### config.mk
export PLATFORM = sky130hd
export DESIGN_NAME = ov7670_capture
export DESIGN_NICKNAME = d
export VERILOG_FILES = /design/src/rtl/photo_booth_pkg.sv /design/src/rtl/ov7670_capture.sv
export SDC_FILE = /design/constraint.sdc
export NUM_CORES = 1
export LEC_CHECK = 0
export CELL_PAD_IN_SITES_DETAIL_PLACEMENT = 1
export CELL_PAD_IN_SITES_GLOBAL_PLACEMENT = 2
export CORE_MARGIN = 3
export CORE_UTILIZATION = 25
export DETAILED_ROUTE_END_ITERATION = 8
export PLACE_DENSITY_LB_ADDON = 0.1
export SYNTH_ARGS = -nofsm -noshare
export SYNTH_HDL_FRONTEND = slang
export SYNTH_SLANG_ARGS = --single-unit
### constraint.sdc
create_clock -name clk -period 3.35 [get_ports clk]
set_input_delay 0.8375 -clock clk [delete_from_list [all_inputs] [get_ports clk]]
set_output_delay 0.8375 -clock clk [all_outputs]
set_load 0.005 [all_outputs]
### src/rtl/photo_booth_pkg.sv
// Shared geometry defaults, pixel type and capture-state encoding for the
// photo booth camera path.
package photo_booth_pkg;

  localparam int IMG_WIDTH_DEF  = 320;
  localparam int IMG_HEIGHT_DEF = 240;
  localparam int ADDR_W         = 17;

  typedef struct packed {
    logic [4:0] r;
    logic [5:0] g;
    logic [4:0] b;
  } rgb565_t;

  typedef enum logic [1:0] {
    WAIT_VS_HIGH = 2'd0,
    WAIT_VS_FALL = 2'd1,
    ACTIVE       = 2'd2
  } cap_state_t;

endpackage

### src/rtl/ov7670_capture.sv
// OV7670 byte-stream capture: assembles RGB565 pixels from the camera's
// two-byte stream, generates linear frame-buffer addresses with adders only,
// and reports per-frame completion and geometry errors.
module ov7670_capture
  import photo_booth_pkg::*;
#(
  parameter int IMG_WIDTH  = IMG_WIDTH_DEF,
  parameter int IMG_HEIGHT = IMG_HEIGHT_DEF
) (
  input  logic        clk,
  input  logic        reset,
  input  logic        capture_en,
  input  logic        vsync,
  input  logic        href,
  input  logic [7:0]  cam_data,
  output logic        we_out,
  output logic [16:0] wAddr_out,
  output logic [15:0] wData_out,
  output logic        frame_done,
  output logic        frame_err
);

  localparam logic [ADDR_W-1:0] WIDTH_L  = ADDR_W'(IMG_WIDTH);
  localparam logic [ADDR_W-1:0] HEIGHT_L = ADDR_W'(IMG_HEIGHT);
  localparam logic [ADDR_W-1:0] ONE_L    = ADDR_W'(1);

  // Input capture stage and previous values for edge detection.
  logic              vs_q, vs_prev_q, hr_q, hr_prev_q;
  logic [7:0]        dat_q;

  // Capture state and frame counters.
  cap_state_t        state_q, state_d;
  logic              phase_q, phase_d;
  logic [7:0]        hi_q, hi_d;
  logic [ADDR_W-1:0] col_q, col_d, row_q, row_d, base_q, base_d;
  logic              err_q, err_d;

  // Pixel stage (one cycle after the low byte is registered).
  logic              pix_we_q, pix_we_d;
  logic [ADDR_W-1:0] pix_addr_q, pix_addr_d;
  rgb565_t           pix_data_q, pix_data_d;
  logic              done_q, done_d, ferr_q, ferr_d;

  // Output stage: holds the last written address/data between strobes.
  logic              we_q;
  logic [ADDR_W-1:0] addr_q;
  rgb565_t           data_q;

  logic vs_rise, vs_fall, hr_fall;
  assign vs_rise = vs_q & ~vs_prev_q;
  assign vs_fall = ~vs_q & vs_prev_q;
  assign hr_fall = ~hr_q & hr_prev_q;

  // Next-state logic for the frame FSM, byte pairing and address counters.
  always_comb begin
    // NOTE: every variable gets a default here so no path can infer a latch.
    state_d    = state_q;
    phase_d    = phase_q;
    hi_d       = hi_q;
    col_d      = col_q;
    row_d      = row_q;
    base_d     = base_q;
    err_d      = err_q;
    pix_we_d   = 1'b0;
    pix_addr_d = pix_addr_q;
    pix_data_d = pix_data_q;
    done_d     = 1'b0;
    ferr_d     = 1'b0;

    unique case (state_q)
      WAIT_VS_HIGH: begin
        if (vs_q) state_d = WAIT_VS_FALL;
      end
      WAIT_VS_FALL: begin
        if (vs_fall && capture_en) begin
          state_d = ACTIVE;
          phase_d = 1'b0;
          col_d   = '0;
          row_d   = '0;
          base_d  = '0;
          err_d   = 1'b0;
        end
      end
      ACTIVE: begin
        if (vs_rise) begin
          done_d  = 1'b1;
          ferr_d  = err_q | (row_q != HEIGHT_L);
          state_d = capture_en ? WAIT_VS_FALL : WAIT_VS_HIGH;
        end else if (hr_q) begin
          if (!phase_q) begin
            hi_d    = dat_q;
            phase_d = 1'b1;
          end else begin
            phase_d = 1'b0;
            if (col_q < WIDTH_L && row_q < HEIGHT_L) begin
              pix_we_d   = 1'b1;
              pix_addr_d = base_q + col_q;
              pix_data_d = rgb565_t'({hi_q, dat_q});
            end
            // Saturate one past the width: enough to detect a long line.
            if (col_q <= WIDTH_L) col_d = col_q + ONE_L;
          end
        end else if (hr_fall) begin
          // A pending high byte or wrong pixel count marks the frame bad.
          if (phase_q || col_q != WIDTH_L) err_d = 1'b1;
          col_d   = '0;
          phase_d = 1'b0;
          if (row_q < HEIGHT_L)  base_d = base_q + WIDTH_L;
          if (row_q <= HEIGHT_L) row_d  = row_q + ONE_L;
        end
      end
      default: state_d = WAIT_VS_HIGH;
    endcase
  end

  // State, pipeline and output registers with asynchronous active-low reset.
  always_ff @(posedge clk or negedge reset) begin
    if (!reset) begin
      vs_q       <= 1'b0;
      vs_prev_q  <= 1'b0;
      hr_q       <= 1'b0;
      hr_prev_q  <= 1'b0;
      dat_q      <= '0;
      state_q    <= WAIT_VS_HIGH;
      phase_q    <= 1'b0;
      hi_q       <= '0;
      col_q      <= '0;
      row_q      <= '0;
      base_q     <= '0;
      err_q      <= 1'b0;
      pix_we_q   <= 1'b0;
      pix_addr_q <= '0;
      pix_data_q <= '0;
      done_q     <= 1'b0;
      ferr_q     <= 1'b0;
      we_q       <= 1'b0;
      addr_q     <= '0;
      data_q     <= '0;
    end else begin
      // NOTE: non-blocking assignments so every register samples pre-edge values.
      vs_q       <= vsync;
      vs_prev_q  <= vs_q;
      hr_q       <= href;
      hr_prev_q  <= hr_q;
      dat_q      <= cam_data;
      state_q    <= state_d;
      phase_q    <= phase_d;
      hi_q       <= hi_d;
      col_q      <= col_d;
      row_q      <= row_d;
      base_q     <= base_d;
      err_q      <= err_d;
      pix_we_q   <= pix_we_d;
      pix_addr_q <= pix_addr_d;
      pix_data_q <= pix_data_d;
      done_q     <= done_d;
      ferr_q     <= ferr_d;
      we_q       <= pix_we_q;
      if (pix_we_q) begin
        addr_q <= pix_addr_q;
        data_q <= pix_data_q;
      end
    end
  end

  assign we_out     = we_q;
  assign wAddr_out  = addr_q;
  assign wData_out  = data_q;
  assign frame_done = done_q;
  assign frame_err  = ferr_q;

endmodule

==> flow_summary.yaml <==
clock_network:
  holdBufCountCts: 0
  clkSinkCount: 139
  clockRootBuffer: "clkbuf_16"
  insertion_delay_ns: 0.42
  cts_tree: "yes"
  postCtsSetupBuffers: 0
  clk_pin_slew_ns: 0.07
  post_cts_resized: 0
  htree_levels: 4
  cts_max_path_buffers: 2
  cts_made_buffers: 17
routing:
  wl_per_cell_um: 15.38
  routed_wirelength_mm: 13.55
  via_count: 3829
  drc: 0
  first_pass_iters: 4
  drtAntennaViolNets: 0
  initialDrtViolationCount: 168
  via_per_inst: 4.346
placement:
  port-buffer-count: 48
  dp_hpwl_mm: 9.375
  dp.cells: 849
  post-place-ws_ns: 0.3596
  gp_congestion: 0.7208
  place_area_sq_um: 6915
worst_setup_path:
  start_kind: "flip-flop"
  path_class: "flip-flop to flip-flop"
  r2r-end: "pix_data_q[15]$_DFFE_PN0P_"
  reg2regPathDepth: 6
  r2r-start: "row_q[11]$_DFFE_PN0P_"
  critPathArrivalTime_ns: 2.88
  required_ns: 3.64
  cp-end-kind: "flip-flop"
  r2r_slack_ns: 0.77
  worstPathMaxFanout: 42
synth:
  synth_area_leaders: "dfrtp_1, mux2_2, mux2_4"
  ys_warn_count: 0
  yosys.area.top_type: "dfrtp_1"
  synth-seq-cells: 139
  async_reset_ff_share_pct: 100.0
  synth_edf_count: 0
  synthCells: 490
  syn_nets: 519
  yosysSeqAreaShare_pct: 57.59
  synth_area_sq_um: 6040
  yosysMostFrequentCell: "dfrtp_1"
  synth.distinct_cells: 53
  netlist_top_cells_count: "dfrtp_1, mux2_2, nand2_1, nor2_1, o21ai_0"
  synthFlopType: "dfrtp_1"
  avgSynthCellArea_sq_um: 12.33
  synth_top_area_share_pct: 57.59
power:
  finalPower_mw: 3.983
  p_leak_nw: 3.527
  power.share.sequential_pct: 46.3
  power_switching_share_pct: 25.74
  power_frac_clock_pct: 46.8
  pwr_density_cell_nw_per_um2: 530.9
  p_sw_mw: 1.025
  internal_power_mw: 2.958
  peakVddDrop_mv: 0.2722
  p_comb_share_pct: 6.9
floorplanning:
  die_height_um: 161.4
  core_area_sq_um: 23610
  ios: 49
  start_util_pct: 25.58
  rows: 56
  dieArea_sq_um: 26060
  die_w_um: 161.4
timing:
  whs_ns: 0.3816
  worst_slack_ns: 0.7654
  period_share_pct: 77.15
  grt_setup_unrepaired: "false"
  fin_crit_ns: 2.585
  worst_slew_pin_slew_ns: 0.6078
  final-hold-violation-count: 0
  max_freq_mhz: 386.9
  finalClockSkew_ns: 0.01231
  final-setup-viol-count: 0
  setup_tns_ns: 0
  slew_viol_final: 0
  slew-limit-headroom_pct: 59.48
global_route:
  gr-usage-met2_pct: 17.36
  gr-total-overflow: 0
  antenna_found_initial: 0
  grtUsageTotal_pct: 11.11
  grt_pass1_vias: 4173
  grt_pass1_wl_mm: 22.80
  use_met3_pct: 2.770
  grt.busiest_layer: "met2"
  gr-usage-met1_pct: 15.19
  grt_max_degree: 62
layout:
  antenna_cells: 0
  instances_no_fill: 881
  fin_area_sq_um: 7503
  area_delta_synth_final_pct: 24.24
  post-route-util_pct: 31.78
  drive_above_1_share_pct: 20.11
  nNetsFinal: 578
outcome:
  status: "finished, final reports clean"
job:
  maxCapViolCount: 0
min_path:
  min_path_type: "primary input to async pin"
## power groups by stage
| stage | Clock, mW | Combinational (mW) | Sequential, mW |
|---|---|---|---|
| floorplan | 0 | 0.162 | 1.85 |
| global placement | 0 | 0.281 | 1.87 |
| detailed placement | 0 | 0.283 | 1.88 |
| CTS | 1.94 | 0.286 | 1.85 |
| global route | 2.02 | 0.312 | 1.86 |
| finish | 1.86 | 0.276 | 1.84 |
## layer usage
layer / part of all wire [%] / up-vias
met2: 46 / 38
met1: 50 / 1952
met4: 1.3 / 0
met5: 0 / -
met3: 2.6 / 10
li1: - / 1829
## state kept, by name, summed over array words and instances (netlist names), 2 cells and up
signal      flops
dat_q           8
row_q          17
wAddr_out      17
base_q         11
state_q         2
pix_addr_q     17
col_q          17
pix_data_q     16
hi_q            8
wData_out      16
## critical path: stages (launching register included)
cell and delay [ns]:
dfrtp_1 0.38, or4_4 0.57, nor3_2 0.22, nand2_1 0.11
or3_2 0.47, buf_4 0.33, mux2_4 0.37
## cells by family (layout without fill, tap and decap cells)
logic type	Yosys count	in the layout	share of synthesized area, %
flops	139	139	57.59
other cells	1	1	0.06209
buf+inv	27	99	1.989
simple gates	151	151	13.15
compound gates	64	64	7.003
xor+xnor	32	32	4.640
fa+ha+maj	16	16	3.315
mux	60	60	12.24
## worst max-delay path by stage
stage / from / end / slack [ns] / depth (start not counted)
6_report: row_q[11]$_DFFE_PN0P_ / pix_data_q[15]$_DFFE_PN0P_ / 0.77 / 6
5_1_grt: capture_en / col_q[13]$_DFFE_PN0P_ / 0.58 / 7
4_1_cts: row_q[11]$_DFFE_PN0P_ / pix_data_q[15]$_DFFE_PN0P_ / 0.74 / 6
3_5_place_dp: capture_en / col_q[13]$_DFFE_PN0P_ / 0.36 / 7
3_3_place_gp: capture_en / col_q[13]$_DFFE_PN0P_ / 0.37 / 7
2_1_floorplan: capture_en / col_q[13]$_DFFE_PN0P_ / 0.98 / 7
## cell usage in the layout (no fill, tap or decap), drive strengths merged, types with 17 or more instances in the layout
cell type / instances
o21ai: 25
nor2: 30
mux2: 60
nand2: 40
clkdlybuf4s50: 47
dfrtp: 139
clkbuf: 17
## cell type report
cell class                      instances  area (sq um)
Sequential cell                       139          3478
Timing Repair Buffer                   56         554.3
Clock buffer                           17         425.4
Tap cell                              319         399.1
Fill cell                            2565         16110
Inverter                               11         41.29
Multi-Input combinational cell        324          2442
Clock inverter                         15         162.7
Note: power is estimated with default switching activity, not from simulation.
==> patch, RTL diff (same settings) <==
Re-encode `cap_state_t` (3 states) as one-hot, 3 bits wide.
--- a/src/rtl/photo_booth_pkg.sv
+++ b/src/rtl/photo_booth_pkg.sv
@@ -14,6 +14,6 @@
 
-  typedef enum logic [1:0] {
-    WAIT_VS_HIGH = 2'd0,
-    WAIT_VS_FALL = 2'd1,
-    ACTIVE       = 2'd2
+  typedef enum logic [2:0] {
+    WAIT_VS_HIGH = 3'b001,
+    WAIT_VS_FALL = 3'b010,
+    ACTIVE       = 3'b100
   } cap_state_t;
Function: same outputs for any inputs over 10 cycles, from zero or initial values and one cycle with reset low; not proved beyond that.
==> patch against the unedited design <==
First-iteration DRC count is 24% lower; critical path depth stayed put; area after synthesis is 0.19% lower; worst setup slack worse by 0.041 ns; synthesized cell count is 11% higher; via count is 13% higher; largest power group is now registers; total power is 11% higher; routed wire length is 14% higher; count of clock-buffer cells in the layout is 1 higher; cell count is 6.2% higher; sequential cell count is 1 higher; core utilization is 0.12 points higher; final area is 0.38% higher.
==> patch: results <==
[yosys]
synth_nets = 572
synth-compound-area-share_pct = 10.00
muxShareOfSynthArea_pct = 7.991
ys_types = 56
synthesis.instances = 544
synthAdderAreaFrac_pct = 3.113
synth_common_cells = dfrtp_1, nand2_1, mux2_2
seq_area_frac_synth_pct = 58.14
synthTopCellsByArea = dfrtp_1, mux2_2, nand2_1, ha_1, a21oi_1
synthXorXnorAreaFrac_pct = 1.453

[sta]
period_share_pct = 78.39
timing.hold.ws_ns = 0.3766
max-slew-margin-rel_pct = 57.69

[place]
place_ws_ns = 0.3464
place_inst = 904
place_hpwl_mm = 10.66
placed_cell_area_sq_um = 6945
place_congestion = 0.6881

[setup_path]
endpoint = row_q[4]
crit_start = state_q[1]
regToRegSetupSlack_ns = 0.72
slowest_delay_ns = 0.55
critPathMaxFanout = 9

[global_route]
use_met2_pct = 20.15
grt_start_max_net_pins = 60
grt_pass1_wl_mm = 25.90
grtUsageTotal_pct = 12.65
met1_usage_pct = 17.00

[run_status]
status = finished clean

[detailed_routing]
dr_total_vias = 4319
top_layer = met4
drtIter0Drc = 128
dr_wl_met2_mm = 7.292
wl_per_cell_um = 16.46
wl_met1_mm = 7.491
met3WireLength_um = 382

[cts]
clk_latency_ns = 0.44
htreeDepth = 4

[finish]
drive_above_1_share_pct = 16.05
final_cells = 936
finalNetCount = 632

[power_and_ir_drop]
vdd_drop_max_uv = 298.4
p_int_mw = 3.158
-- patch: cell families after synthesis --
logic type                 count (synthesis)
AOI/OAI and AO/OA                         93
xor gates and xnor gates                  10
muxes                                     43
and+or+nand+nor                          210
buffers and inverters                     33
DFF                                      140
adders and majority gates                 15
-- patch: cell type report --
| class | count | area [sq um] |
|---|---|---|
| multi-input cells | 371 | 2397 |
| inverters | 12 | 45.04 |
| well taps | 319 | 399.1 |
| flip-flops and latches | 140 | 3505 |
| clock inverters | 14 | 157.7 |
| clock buffers | 18 | 429.2 |
| fillers | 2631 | 16080 |
| repair buffers | 62 | 599.3 |
-- patch: power by group through the flow --
stage	sequential (mW)	clock [mW]	combinational, mW
2_1_floorplan	1.97	0	0.350
3_3_place_gp	2.05	0	0.491
3_5_place_dp	2.06	0	0.506
4_1_cts	2.03	1.97	0.511
5_1_grt	2.05	2.05	0.580
6_report	2.02	1.91	0.498
